===== config.mk =====
export PLATFORM = sky130hd
export DESIGN_NAME = fb_fill
export DESIGN_NICKNAME = d
export VERILOG_FILES = /design/src/rtl/fb_fill.sv
export SDC_FILE = /design/constraint.sdc
export NUM_CORES = 1
export LEC_CHECK = 0
export CAP_MARGIN = 15
export CELL_PAD_IN_SITES_DETAIL_PLACEMENT = 0
export CELL_PAD_IN_SITES_GLOBAL_PLACEMENT = 1
export CORE_MARGIN = 2
export CORE_UTILIZATION = 39
export DETAILED_ROUTE_END_ITERATION = 6
export PLACE_DENSITY_LB_ADDON = 0.1
export SLEW_MARGIN = 20
export SYNTH_ARGS = -nofsm -noshare
export SYNTH_HDL_FRONTEND = slang
export SYNTH_SLANG_ARGS = --single-unit

===== constraint.sdc =====
create_clock -name ACLK -period 9.7 [get_ports ACLK]
set_input_delay 2.425 -clock ACLK [delete_from_list [all_inputs] [get_ports ACLK]]
set_output_delay 2.425 -clock ACLK [all_outputs]
set_load 0.05 [all_outputs]

===== src/rtl/fb_fill.sv =====
// fb_fill: AXI4 write-burst master that paints a rectangle of the framebuffer with one RGB colour.
// Optional feature: define FB_FILL_ABORT_EN to add the ABORT input (finish current burst, then stop).

module fb_fill #(
  parameter int C_M_AXI_ADDR_WIDTH = 32,
  parameter int C_M_AXI_DATA_WIDTH = 64,
  parameter int STRIDE             = 2560,
  parameter int MAXBURST           = 16
) (
  input  logic                              ACLK,
  input  logic                              ARST,
  input  logic                              START,
  input  logic [29:0]                       DSTADDR,
  input  logic [8:0]                        WIDTH,
  input  logic [9:0]                        HEIGHT,
  input  logic [23:0]                       COLOR,
`ifdef FB_FILL_ABORT_EN
  input  logic                              ABORT,
`endif
  output logic                              BUSY,
  output logic                              DONE,
  output logic                              ERR,
  output logic                              M_AXI_AWVALID,
  input  logic                              M_AXI_AWREADY,
  output logic [C_M_AXI_ADDR_WIDTH-1:0]     M_AXI_AWADDR,
  output logic [7:0]                        M_AXI_AWLEN,
  output logic [2:0]                        M_AXI_AWSIZE,
  output logic [1:0]                        M_AXI_AWBURST,
  output logic [3:0]                        M_AXI_AWCACHE,
  output logic [2:0]                        M_AXI_AWPROT,
  output logic                              M_AXI_AWLOCK,
  output logic                              M_AXI_WVALID,
  input  logic                              M_AXI_WREADY,
  output logic [C_M_AXI_DATA_WIDTH-1:0]     M_AXI_WDATA,
  output logic [C_M_AXI_DATA_WIDTH/8-1:0]   M_AXI_WSTRB,
  output logic                              M_AXI_WLAST,
  output logic                              M_AXI_BREADY,
  input  logic                              M_AXI_BVALID,
  input  logic [1:0]                        M_AXI_BRESP
);

  typedef enum logic [2:0] {S_IDLE, S_CALC, S_AW, S_W, S_B, S_FIN} state_e;

  state_e      state_q, state_d;
  logic [31:0] addr_q, addr_d, lineBase_q, lineBase_d;
  logic [8:0]  width_q, width_d, rem_q, rem_d, remLeft;
  logic [9:0]  height_q, height_d, line_q, line_d;
  logic [23:0] color_q, color_d;
  logic [4:0]  len_q, len_d, beat_q, beat_d, lenCalc;
  logic        err_q, err_d, abortNow;
  logic [9:0]  pageBeats, lenWide;

`ifdef FB_FILL_ABORT_EN
  logic abort_q, abort_d;
  assign abortNow = abort_q | ABORT;
  assign abort_d  = (state_q != S_IDLE) & abortNow;
`else
  assign abortNow = 1'b0;
`endif

  assign remLeft = rem_q - 9'(len_q);

  // Burst length is capped by MAXBURST, the words left on the line and the room before the next 4 KB page.
  always_comb begin
    pageBeats = 10'((13'h1000 - {1'b0, addr_q[11:0]}) >> 3);
    lenWide   = {1'b0, rem_q};
    if (pageBeats < lenWide) lenWide = pageBeats;
    if (lenWide > 10'(MAXBURST)) lenWide = 10'(MAXBURST);
    lenCalc = 5'(lenWide);
  end

  always_ff @(posedge ACLK) begin
    if (ARST) begin
      state_q    <= S_IDLE;
      addr_q     <= '0;
      lineBase_q <= '0;
      width_q    <= '0;
      rem_q      <= '0;
      height_q   <= '0;
      line_q     <= '0;
      color_q    <= '0;
      len_q      <= '0;
      beat_q     <= '0;
      err_q      <= 1'b0;
`ifdef FB_FILL_ABORT_EN
      abort_q    <= 1'b0;
`endif
    end else begin
      state_q    <= state_d;
      addr_q     <= addr_d;
      lineBase_q <= lineBase_d;
      width_q    <= width_d;
      rem_q      <= rem_d;
      height_q   <= height_d;
      line_q     <= line_d;
      color_q    <= color_d;
      len_q      <= len_d;
      beat_q     <= beat_d;
      err_q      <= err_d;
`ifdef FB_FILL_ABORT_EN
      abort_q    <= abort_d;
`endif
    end
  end

  always_comb begin
    state_d    = state_q;
    addr_d     = addr_q;
    lineBase_d = lineBase_q;
    width_d    = width_q;
    rem_d      = rem_q;
    height_d   = height_q;
    line_d     = line_q;
    color_d    = color_q;
    len_d      = len_q;
    beat_d     = beat_q;
    err_d      = err_q;
    case (state_q)
      S_IDLE: if (START) begin
        addr_d     = {DSTADDR, 2'b00};
        lineBase_d = {DSTADDR, 2'b00};
        width_d    = WIDTH;
        rem_d      = WIDTH;
        height_d   = HEIGHT;
        line_d     = '0;
        color_d    = COLOR;
        err_d      = 1'b0;
        state_d    = S_CALC;
      end
      S_CALC: begin
        if (width_q == 9'd0 || height_q == 10'd0) begin
          state_d = S_FIN;
        end else begin
          len_d   = lenCalc;
          state_d = S_AW;
        end
      end
      S_AW: if (M_AXI_AWREADY) begin
        beat_d  = '0;
        state_d = S_W;
      end
      S_W: if (M_AXI_WREADY) begin
        if (beat_q == len_q - 5'd1) state_d = S_B;
        else beat_d = beat_q + 5'd1;
      end
      S_B: if (M_AXI_BVALID) begin
        if (M_AXI_BRESP != 2'b00) err_d = 1'b1;
        addr_d  = addr_q + {24'd0, len_q, 3'd0};
        rem_d   = remLeft;
        state_d = S_CALC;
        // End of a line: either the rectangle is finished or we rewind to the next line's start.
        if (remLeft == 9'd0) begin
          line_d = line_q + 10'd1;
          if (line_d == height_q) begin
            state_d = S_FIN;
          end else begin
            lineBase_d = lineBase_q + 32'(STRIDE);
            addr_d     = lineBase_d;
            rem_d      = width_q;
          end
        end
        if (abortNow) state_d = S_FIN;
      end
      S_FIN:   state_d = S_IDLE;
      default: state_d = S_IDLE;
    endcase
  end

  always_comb begin
    BUSY          = (state_q != S_IDLE);
    DONE          = (state_q == S_FIN);
    ERR           = err_q;
    M_AXI_AWVALID = (state_q == S_AW);
    M_AXI_AWADDR  = C_M_AXI_ADDR_WIDTH'(addr_q);
    M_AXI_AWLEN   = (state_q == S_AW) ? {3'b000, len_q - 5'd1} : 8'h00;
    M_AXI_AWSIZE  = 3'd3;
    M_AXI_AWBURST = 2'b01;
    M_AXI_AWCACHE = 4'b0011;
    M_AXI_AWPROT  = 3'b000;
    M_AXI_AWLOCK  = 1'b0;
    M_AXI_WVALID  = (state_q == S_W);
    M_AXI_WDATA   = C_M_AXI_DATA_WIDTH'({8'h00, color_q, 8'h00, color_q});
    M_AXI_WSTRB   = (state_q == S_W) ? '1 : '0;
    M_AXI_WLAST   = (state_q == S_W) && (beat_q == len_q - 5'd1);
    M_AXI_BREADY  = (state_q == S_B);
  end

endmodule


# --- Word level (Yosys, flattened, before mapping) ---
# Cells that the tools add are included.
word_totals:
  ff_bits: 140
  inputBits: 81
  output_inout_bits: 132
  elab_cells: 94
op_classes:
  n_addsub: 7
  n_lt_le_gt_ge: 2
  eq_ne: 16
  mux: 39
  n_bitwise: 1
  n_reduce_logical: 18
op_table:
  columns: ["cell", "count"]
  rows:
  - ["32-bit two-way mux", 7]
  - ["32-bit one-hot mux with 2 select lines", 2]
  - ["10-bit two-way mux", 4]
  - ["9-bit two-way mux", 4]
  - ["32-bit by 12-bit adder with 32-bit output (second input constant)", 1]
  - ["32-bit by 8-bit adder with 32-bit output", 1]
  - ["5-bit two-way mux", 5]
  - ["3-bit two-way mux", 8]
  - ["10-bit one-hot mux with 2 select lines", 1]
  - ["9-bit logical NOT", 2]
  - ["9-bit one-hot mux with 2 select lines", 1]
  - ["3-bit one-hot mux with 5 select lines", 1]
  - ["13-bit by 12-bit subtractor with 13-bit output (first input constant)", 1]
  - ["2-bit by 1-bit inequality test with 1-bit output (second input constant)", 6]
  - ["4-bit AND reduction", 3]
  - ["10-bit by 1-bit adder with 10-bit output (second input constant)", 1]
  - ["10-bit == test", 1]
  - ["10-bit by 5-bit greater-than comparator with 1-bit output (second input constant)", 1]
  - ["10-bit logical NOT", 1]
  - ["10-bit by 9-bit < comparator with 1-bit output", 1]
  - ["5-bit one-hot mux with 2 select lines", 1]
  - ["5-bit AND reduction", 2]
  - ["9-bit by 5-bit subtractor with 9-bit output", 1]
  - ["8-bit two-way mux", 1]
  - ["other kinds (17)", 26]

# --- Logic depth before layout (Yosys ltp) ---
# Gate-level depths: netlist of run 1.
depth:
  ltp_word: 6
  mapped_depth: 15
  depth_no_buf: 14

# --- Least setup slack after synthesis of run 1 ---
# OpenSTA, ideal clock, no wires.
synth_path:
  path_kind: "flip-flop to output port"
  from: "reg state_q[2]"
  to: "out DONE"
  t_arrival_ns: 2.267
  path_slack_ns: 5.008
  stages_incl_launch_ff: 6
  path_buffers: 3
  path_cell_list: "dfxtp_1 -> clkbuf_1 -> inv_1 -> clkbuf_1 -> clkbuf_1 -> nor3b_1"
synth_between:
  elab_chain_cells: 1
synth_rtl:
  columns: ["element", "line_no", "rtl"]
  rows:
  - ["from (decl)", "44", "state_e state_q, state_d;"]
  - ["from (signal assigned)", "89", "state_q <= state_d;"]
  - ["3-bit == test", "171", "DONE = (state_q == S_FIN);"]
  - ["to (decl)", "21", "output logic DONE,"]
# No other way between the ends.

# --- Final worst setup path of run 1 ---
layout_path:
  from: "reg len_q[1]"
  to: "out M_AXI_WLAST"
layout_between:
  elab_chain_cells: 3
layout_rtl:
  columns: ["element", "line_no", "rtl"]
  rows:
  - ["from (decl)", "49", "logic [4:0] len_q, len_d, beat_q, beat_d, lenCalc;"]
  - ["from (signal assigned)", "97", "len_q <= len_d;"]
  - ["5-bit by 1-bit subtractor with 5-bit output", "184", "M_AXI_WLAST = (state_q == S_W) && (beat_q == len_q - 5'd1);"]
  - ["5-bit == test", "184", null]
  - ["1-bit logical AND", "184", null]
  - ["to (decl)", "36", "output logic M_AXI_WLAST,"]
# No other way between the ends.

==> impl_metrics.json, run 1 <==
{
  "htreeDepth": 4,
  "crit_fanout": 4,
  "path_delay_family": "buffers and inverters",
  "vias_per_cell": 5.38,
  "power.leakage_uw": 0.00408,
  "die_area_sq_mm": 0.0233,
  "yosys_most_used_dff": "dfxtp_1",
  "post_cts_resized": 0,
  "antenna_found_initial": 0,
  "crit_type": "reg2out",
  "n_antenna_cell": 0,
  "hpwl_um": 18000,
  "area_growth_pct": 25.5,
  "powerDensity_mw_per_mm2": 312,
  "maxCapViolCount": 0,
  "ant_nets": 0,
  "min_path_type": "reg2reg",
  "finalCritPeriodShare": 0.543,
  "finClkSkew_ns": 0.0124,
  "core.rowCount": 54,
  "slowest_delay_ns": 0.81,
  "syn_inst": 1130,
  "wire_per_inst_um": 17.1,
  "fillers": 2208,
  "ctsLongestPathBuffers": 2,
  "setup_viol": 0,
  "grt_setup_unrepaired": "false",
  "max_slew_margin": 0.436,
  "synth-seq-cells": 137,
  "cts-root-buf": "clkbuf_16",
  "route.detailed.drc": 0,
  "grt_pass1_vias": 7875,
  "finalHoldViolCount": 0,
  "gr-total-overflow": 0,
  "wl_um": 26100,
  "drv_slew": 0,
  "io_pins": 213,
  "clkLatencyLatePin_ns": 0.43,
  "placed_cells": 1496,
  "clk_pin_slew_ns": 0.06,
  "setup-tns-final_ns": 0,
  "clock-sinks": 137,
  "critPathArrivalTime_ns": 2.85,
  "synth-seq-area-share": 0.318,
  "cts_setup_buffers": 0,
  "required_ns": 7.28,
  "critPathSlowestCell": "clkdlybuf4s50_1",
  "tritoncts": "yes",
  "grt_max_degree": 77,
  "final_nets": 1340,
  "globalplace.congestion": 0.800,
  "tightest_slew_ns": 0.845,
  "drive_gt1_frac": 0.0545,
  "core_sq_mm": 0.0218,
  "syn_avg_cell_area_sq_um": 7.63,
  "vias": 8221,
  "die_w_um": 153,
  "numCtsBuffers": 17,
  "crit_chain": "inv_1, ha_1, nor3b_1, xnor2_1, xor2_1, nand3_1, nor2_1, clkdlybuf4s50_1",
  "first_iter_violations": 617,
  "die_y_um": 153,
  "groute.usage.overall": 0.222,
  "firstDrtPassIters": 5,
  "outcome": "complete, no violations",
  "io_buffers": 180,
  "ctsHoldBuffers": 0,
  "grt_pass1_wl_um": 42500,
  "min_period_ns": 5.27,
  "synth.distinct_cells": 66,
  "syn_area_sq_mm": 0.00863,
  "cp-start-kind": "register",
  "fmax_ghz": 0.190,
  "final_cell_count_no_fill": 1528,
  "crit_buf_inv": 2,
  "yosys_warnings": 0,
  "synth_edf_count": 0,
  "initial_core_util": 0.397,
  "endpoint_kind": "output port",
  "worst_ir_drop_vdd_mv": 0.158,
  "async_reset_ff_frac": 0
}
[kinds of logic (layout without fill, tap and decap cells)]
group	count (synthesis)	after routing	share of synthesized area
flops	137	137	0.318
fa+ha+maj	24	24	0.0365
other cells	2	32	0.000871
compound gates	294	294	0.214
simple gates	410	410	0.225
xor+xnor	79	79	0.0802
mux	17	17	0.0209
buf+inv	167	255	0.105
[layout by cell type (no fill, tap or decap), drive strengths merged, types with 4 or more instances in the layout]
cell type      count
clkbuf            19
nand3b             4
dfxtp            137
nand4             14
nand3             29
ha                22
or4                4
o21ai             64
a221oi             9
and4               6
buf               12
nor3              23
o32ai             11
nand2            181
and2               6
or3                5
nor2              77
mux2i              9
a21oi            106
a211oi            11
o21a               7
xnor2             45
o31a              11
inv               31
o211ai            18
a221o              4
mux2               8
conb              32
clkdlybuf4s50    179
nand2b             5
clkinv             7
a31oi             23
xor2              34
a22oi              4
nor3b              6
nor4              12
nor2b              8
and3              22
bufinv             4
[worst paths after layout]
| path | from | endpoint | slack (ns) | depth (start not counted) |
|---|---|---|---|---|
| max | len_q[1] | M_AXI_WLAST | 4.43 | 8 |
| min | lineBase_q[7] | lineBase_q[7] | 0.45 | 2 |
| max reg2reg | M_AXI_AWADDR[2] | len_q[1] | 5.18 | 12 |
| min reg2reg | lineBase_q[7] | lineBase_q[7] | 0.45 | 2 |
[per-layer routing]
metal,part of all wire,GRT usage
met1,0.47,0.308
met2,0.46,0.354
met3,0.049,0.0390
met4,0.015,0.0675
met5,0,0
[tightest hold or removal path, delay by kind of cell (launching register included)]
family          cells  cell delay, ns
flops               1            0.31
simple gates        1            0.05
compound gates      1            0.05
[per-stage QoR]
stage,area [sq um],setup WS [ns],hold slack (ns),total power [uW],utilization
after floorplan,8740,5.01,0.434,2210,-
after global placement,10200,4.64,0.443,2680,0.469
after detailed placement,10200,4.57,0.447,2690,0.469
after CTS,10800,4.39,0.455,3390,0.497
after global routing,10800,4.24,0.495,3600,0.497
final,10800,4.43,0.454,3370,0.497
[sequential cells by signal (all words and copies together) (netlist names)]
register      flops
line_q           10
rem_q             9
beat_q            5
color_q          24
len_q             5
width_q           9
height_q         10
state_q           3
M_AXI_AWADDR     31
lineBase_q       30
ERR               1
[where the power goes]
| group | internal, uW | switching, uW | total, uW |
|---|---|---|---|
| logic | 627 | 1160 | 1780 |
| clock network | 435 | 259 | 694 |
| registers | 707 | 188 | 895 |
| total | 1770 | 1610 | 3370 |
[cells in the mapped netlist, types with 10 or more instances]
library cell | number | area (sq um)
o211ai_1 | 17 | 128
a31oi_1 | 23 | 144
o32ai_1 | 10 | 87.6
a21oi_1 | 106 | 531
ha_1 | 22 | 275
nand3_1 | 28 | 140
o31a_1 | 11 | 96.3
nor3_1 | 19 | 95.1
nor2_1 | 77 | 289
nand4_1 | 14 | 87.6
and3_1 | 22 | 138
o21ai_0 | 64 | 320
xor2_1 | 34 | 298
xnor2_1 | 45 | 394
buf_4 | 69 | 518
inv_1 | 31 | 116
dfxtp_1 | 137 | 2740
clkbuf_1 | 59 | 221
nor4_1 | 12 | 75.1
a211oi_1 | 11 | 82.6
nand2_1 | 181 | 679
[layout make-up]
class	instances	area (sq um)	area share
Clock buffer	19	443	0.0409
Clock inverter	13	176	0.0163
Inverter	32	120	0.0111
Multi-Input combinational cell	856	5110	0.472
Sequential cell	137	2740	0.253
Tap cell	280	350	0.0324
Timing Repair Buffer	191	1880	0.174
Power figures use the tool's default switching activity.
==> run 2, diff against run 1 <==
CORE_UTILIZATION = 33   (was 39)
clock period = 4.25 ns   (was 9.7 ns; I/O delays follow)
==> run 2 against run 1 <==
Effect of this change: clock skew rose by 0.0021 ns; clock power rose by 110%; via count fell by 0.19%; worst hold slack improved by 0.00078 ns; combinational power rose by 140%; register-to-register slack got worse by 4.9 ns; routed wire length rose by 6.2%; setup slack got worse by 4.1 ns; design area rose by 0.80%; first-iteration DRC count fell by 13%; sequential share of layout area fell by 0.20 points; critical path depth rose by 5.
==> impl_metrics.json, run 2 (synthesized netlist as in run 1, its figures left out) <==
{
  "outcome": "complete, no violations",
  "required_ns": 4.62,
  "wl_um": 27700,
  "worst_ir_drop_vdd_mv": 0.349,
  "crit_type": "reg2reg",
  "io_buffers": 180,
  "grt_setup_unrepaired": "false",
  "power.leakage_uw": 0.00409,
  "use_met1": 0.273,
  "maxCapViolCount": 0,
  "numCtsBuffers": 17,
  "gr-total-overflow": 0,
  "finClkSkew_ns": 0.0145,
  "slowest_delay_ns": 0.59,
  "crit_fanout": 5,
  "powerDensity_mw_per_mm2": 702,
  "hpwl_um": 19500,
  "grt_pass1_wl_um": 44400,
  "critPathArrivalTime_ns": 4.30,
  "wire_per_inst_um": 17.4,
  "finalCritPeriodShare": 0.927,
  "core_sq_mm": 0.0258,
  "antenna_found_initial": 0,
  "layout_common_cells": "nand2_1, clkdlybuf4s50_1, dfxtp_1",
  "largest_reg_flops": 31,
  "io_pins": 213,
  "fmax_ghz": 0.254,
  "clk_pin_slew_ns": 0.06,
  "setup_viol": 0,
  "finalHoldViolCount": 0,
  "ctsLongestPathBuffers": 2,
  "core.rowCount": 59,
  "dpl_worst_slack_ns": 0.335,
  "max_slew_margin": 0.477,
  "ant_nets": 0,
  "drv_slew": 0,
  "vias": 8205,
  "crit_chain": "or4_1, or3_1, nor3_2, nand2b_1, xor2_1, ha_1, a211o_1, or3_1, o31a_1, nor3_1, nor4bb_1, buf_4, a221o_1",
  "groute.usage.overall": 0.199,
  "die_w_um": 166,
  "htreeDepth": 4,
  "tritoncts": "yes",
  "firstDrtPassIters": 5,
  "first_iter_violations": 536,
  "die_area_sq_mm": 0.0275,
  "busiest_layer": "met2",
  "grt_pass1_vias": 7883,
  "endpoint_kind": "register",
  "grt_max_degree": 59,
  "route.detailed.drc": 0,
  "area_growth_pct": 26.5,
  "ctsHoldBuffers": 0,
  "post_cts_resized": 0,
  "cp-start-kind": "register",
  "setup-tns-final_ns": 0,
  "vias_per_cell": 5.16,
  "clock-sinks": 137,
  "die_y_um": 166,
  "n_antenna_cell": 0,
  "min_period_ns": 3.94,
  "drive_gt1_frac": 0.0597,
  "finalWorstSetupSlack_ns": 0.311,
  "critPathSlowestCell": "or4_1",
  "cts_setup_buffers": 0,
  "min_path_type": "reg2reg",
  "cts-root-buf": "clkbuf_16",
  "final_nets": 1349,
  "initial_core_util": 0.334,
  "final_common_cell": "nand2_1",
  "tightest_slew_ns": 0.780,
  "placed_cells": 1560,
  "clkLatencyLatePin_ns": 0.42,
  "grt.met2_usage": 0.324,
  "globalplace.congestion": 0.806,
  "grt_use_met3": 0.0392,
  "cpMostUsedCell": "or3_1",
  "final_cell_count_no_fill": 1591
}
run 2: cell count changes in the layout (fill, tap and decap cells not counted), sizes merged:
cell      before  now
clkbuf        19   21
clkinvlp       3    4
bufinv         4    1
buf           12   21
clkinv         7    5
inv           31   32
run 2: per-layer routing:
layer,up-vias,share of wire
met1,3904,0.48
met3,17,0.042
met4,0,0.0093
met5,-,0
li1,4105,-
met2,179,0.47
run 2: final cells by class:
class                      instances  area, sq um
sequential                       137         2740
clock buffer                      21          460
multi-input combinational        856         5110
tap                              335          419
inverter                          32          120
clock inverter                    10         96.3
timing repair buffer             200         1960
fill                            2685        14900
run 2: path summary, 6_finish.rpt:
path                         from  cells after the start  slack, ns       endpoint
setup / recovery  M_AXI_AWADDR[2]                     13       0.31       len_q[1]
setup reg to reg  M_AXI_AWADDR[2]                     13       0.31       len_q[1]
hold reg to reg     lineBase_q[6]                      2       0.45  lineBase_q[6]
hold / removal      lineBase_q[6]                      2       0.45  lineBase_q[6]
run 2: metrics by stage:
stage	hold slack, ns	utilization	total power [uW]	area (sq um)
after floorplan	0.434	-	5050	8740
after global placement	0.443	0.401	6260	10400
after detailed placement	0.448	0.401	6260	10400
after CTS	0.457	0.422	7730	10900
after global routing	0.474	0.422	8190	10900
final	0.455	0.422	7660	10900
run 2: power by group:
part | internal (uW) | switching (uW)
Clock | 835 | 603
Sequential | 1610 | 410
Combinational | 1490 | 2700
run 2: critical path: cells and delay by family (launching register included):
family	cells	cell delay, ns
simple gates	7	2.22
xor+xnor	1	0.16
buf+inv	1	0.17
flops	1	0.34
compound gates	3	0.69
fa+ha+maj	1	0.30
==> run 3, diff against run 2 <==
CORE_UTILIZATION = 36   (was 33)
CTS_CLUSTER_SIZE = 30   (was unset)
clock period = 3.8 ns   (was 4.25 ns; I/O delays follow)
==> run 3 against run 2 <==
Effect of this change: largest power group unchanged; maximum frequency increased by 8.1%; first-iteration DRC count down 2.4%; critical path depth down 1; critical path type unchanged; worst hold slack better by 0.0038 ns; sequential cell count is the same; clock skew fell by 0.0014 ns; highest routed layer unchanged; core utilization grew 5.0 points.
==> impl_metrics.json, run 3 (synthesized netlist as in run 1, its figures left out) <==
{
  "clk_pin_slew_ns": 0.07,
  "min_period_ns": 3.64,
  "finClkSkew_ns": 0.0131,
  "crit_type": "reg2reg",
  "drive_gt1_frac": 0.0789,
  "ant_nets": 0,
  "largest_reg_flops": 31,
  "area_growth_pct": 28.6,
  "vias_per_cell": 5.21,
  "drv_slew": 0,
  "tightest_slew_ns": 0.635,
  "dr_wl_met3_um": 1190,
  "ctsLongestPathBuffers": 2,
  "antenna_found_initial": 0,
  "r2r_setup_slack_ns": 0.16,
  "first_iter_violations": 523,
  "crit_fanout": 4,
  "final_nets": 1360,
  "io_pins": 213,
  "numCtsBuffers": 17,
  "multiInputGateArea_sq_mm": 0.00516,
  "n_antenna_cell": 0,
  "powerDensity_mw_per_mm2": 802,
  "grt_max_degree": 59,
  "wl_met1_um": 12800,
  "wl_um": 26900,
  "worst_ir_drop_vdd_mv": 0.393,
  "max_slew_margin": 0.571,
  "cp-startpoint": "M_AXI_AWADDR[2]",
  "critPathArrivalTime_ns": 4.01,
  "cp-start-kind": "register",
  "hold_path_end": "lineBase_q[5]",
  "top_layer": "met4",
  "reg2reg_to": "len_q[3]",
  "ctsHoldBuffers": 0,
  "htreeDepth": 4,
  "layout_common_cells": "nand2_1, clkdlybuf4s50_1, dfxtp_1",
  "initial_core_util": 0.368,
  "grt_pass1_wl_um": 42500,
  "finalCritPeriodShare": 0.959,
  "route.detailed.drc": 0,
  "tritoncts": "yes",
  "hpwl_um": 19100,
  "placed_cells": 1552,
  "vias": 8273,
  "rr_worst_depth": 12,
  "outcome": "complete, no violations",
  "fillers": 2348,
  "required_ns": 4.17,
  "fmax_ghz": 0.274,
  "whs_path_depth": 2,
  "endpoint_kind": "register",
  "gr-total-overflow": 0,
  "route.met2.wl_um": 12700,
  "timing.hold.ws_ns": 0.459,
  "die_w_um": 159,
  "cts-root-buf": "clkbuf_16",
  "setup_viol": 0,
  "firstDrtPassIters": 5,
  "die_y_um": 159,
  "groute.usage.overall": 0.208,
  "wire_per_inst_um": 17.0,
  "grt_setup_unrepaired": "true",
  "dpl_worst_slack_ns": 0.149,
  "final_cell_count_no_fill": 1587,
  "finalWorstSetupSlack_ns": 0.156,
  "finalHoldViolCount": 0,
  "globalplace.congestion": 0.842,
  "utilization": 0.473,
  "power_uw": 8890,
  "seqCellArea_sq_mm": 0.00275,
  "maxCapViolCount": 0,
  "core.rowCount": 56,
  "power.leakage_uw": 0.00420,
  "final_common_cell": "nand2_1",
  "clock-sinks": 137,
  "hp-start": "lineBase_q[5]",
  "min_path_type": "reg2reg",
  "io_buffers": 180,
  "core_sq_mm": 0.0235,
  "clkLatencyLatePin_ns": 0.43,
  "grt_pass1_vias": 7716,
  "r2r_start": "M_AXI_AWADDR[2]",
  "die_area_sq_mm": 0.0252
}
[run 3: final cells by class]
cell class | instances | share of cell area
timing repair buffer | 211 | 0.184
inverter | 32 | 0.0108
tap | 319 | 0.0360
clock buffer | 18 | 0.0387
clock inverter | 14 | 0.0177
multi-input combinational | 856 | 0.465
sequential | 137 | 0.248
[run 3: worst max-delay path by stage]
stage / depth (start not counted) / to / slack (ns)
global route: 12 / len_q[3] / -0.03
detailed placement: 12 / len_q[3] / 0.15
global placement: 12 / len_q[1] / 0.19
floorplan: 13 / len_q[0] / 0.03
finish: 12 / len_q[3] / 0.16
CTS: 12 / len_q[3] / 0.10
[run 3: timing repair]
item	CTS	global route
setup endpoints to repair	0	5
setup buffers	0	3
gates resized for setup	0	6
endpoints found under the hold margin	0	0
[run 3: power breakdown]
group	switching (uW)	leakage (uW)	internal, uW
clock	694	0.000297	1100
sequential	466	0.00112	1810
combinational	3060	0.00278	1760
total	4220	0.00420	4670
[run 3: critical path, cell delays in order (launching register included)]
cell	delay (ns)
dfxtp_2	0.32
or4_4	0.53
or3_4	0.36
nor3_4	0.13
nand2b_1	0.11
xor2_1	0.15
ha_1	0.30
a211o_1	0.28
or3_4	0.33
o31a_1	0.31
nor3_4	0.24
nor4bb_4	0.31
a221o_1	0.21
[run 3: per-stage QoR]
stage / cell area, sq um / setup TNS [ns]
floorplan: 8760 / 0
global placement: 10400 / 0
detailed placement: 10400 / 0
CTS: 11000 / 0
global route: 11100 / -0.0812
finish: 11100 / 0
[run 3: per-layer routing]
metal	GRT usage	up-vias
li1	-	4137
met1	0.285	3910
met2	0.341	207
met3	0.0361	19
met4	0.0459	0
met5	0	-
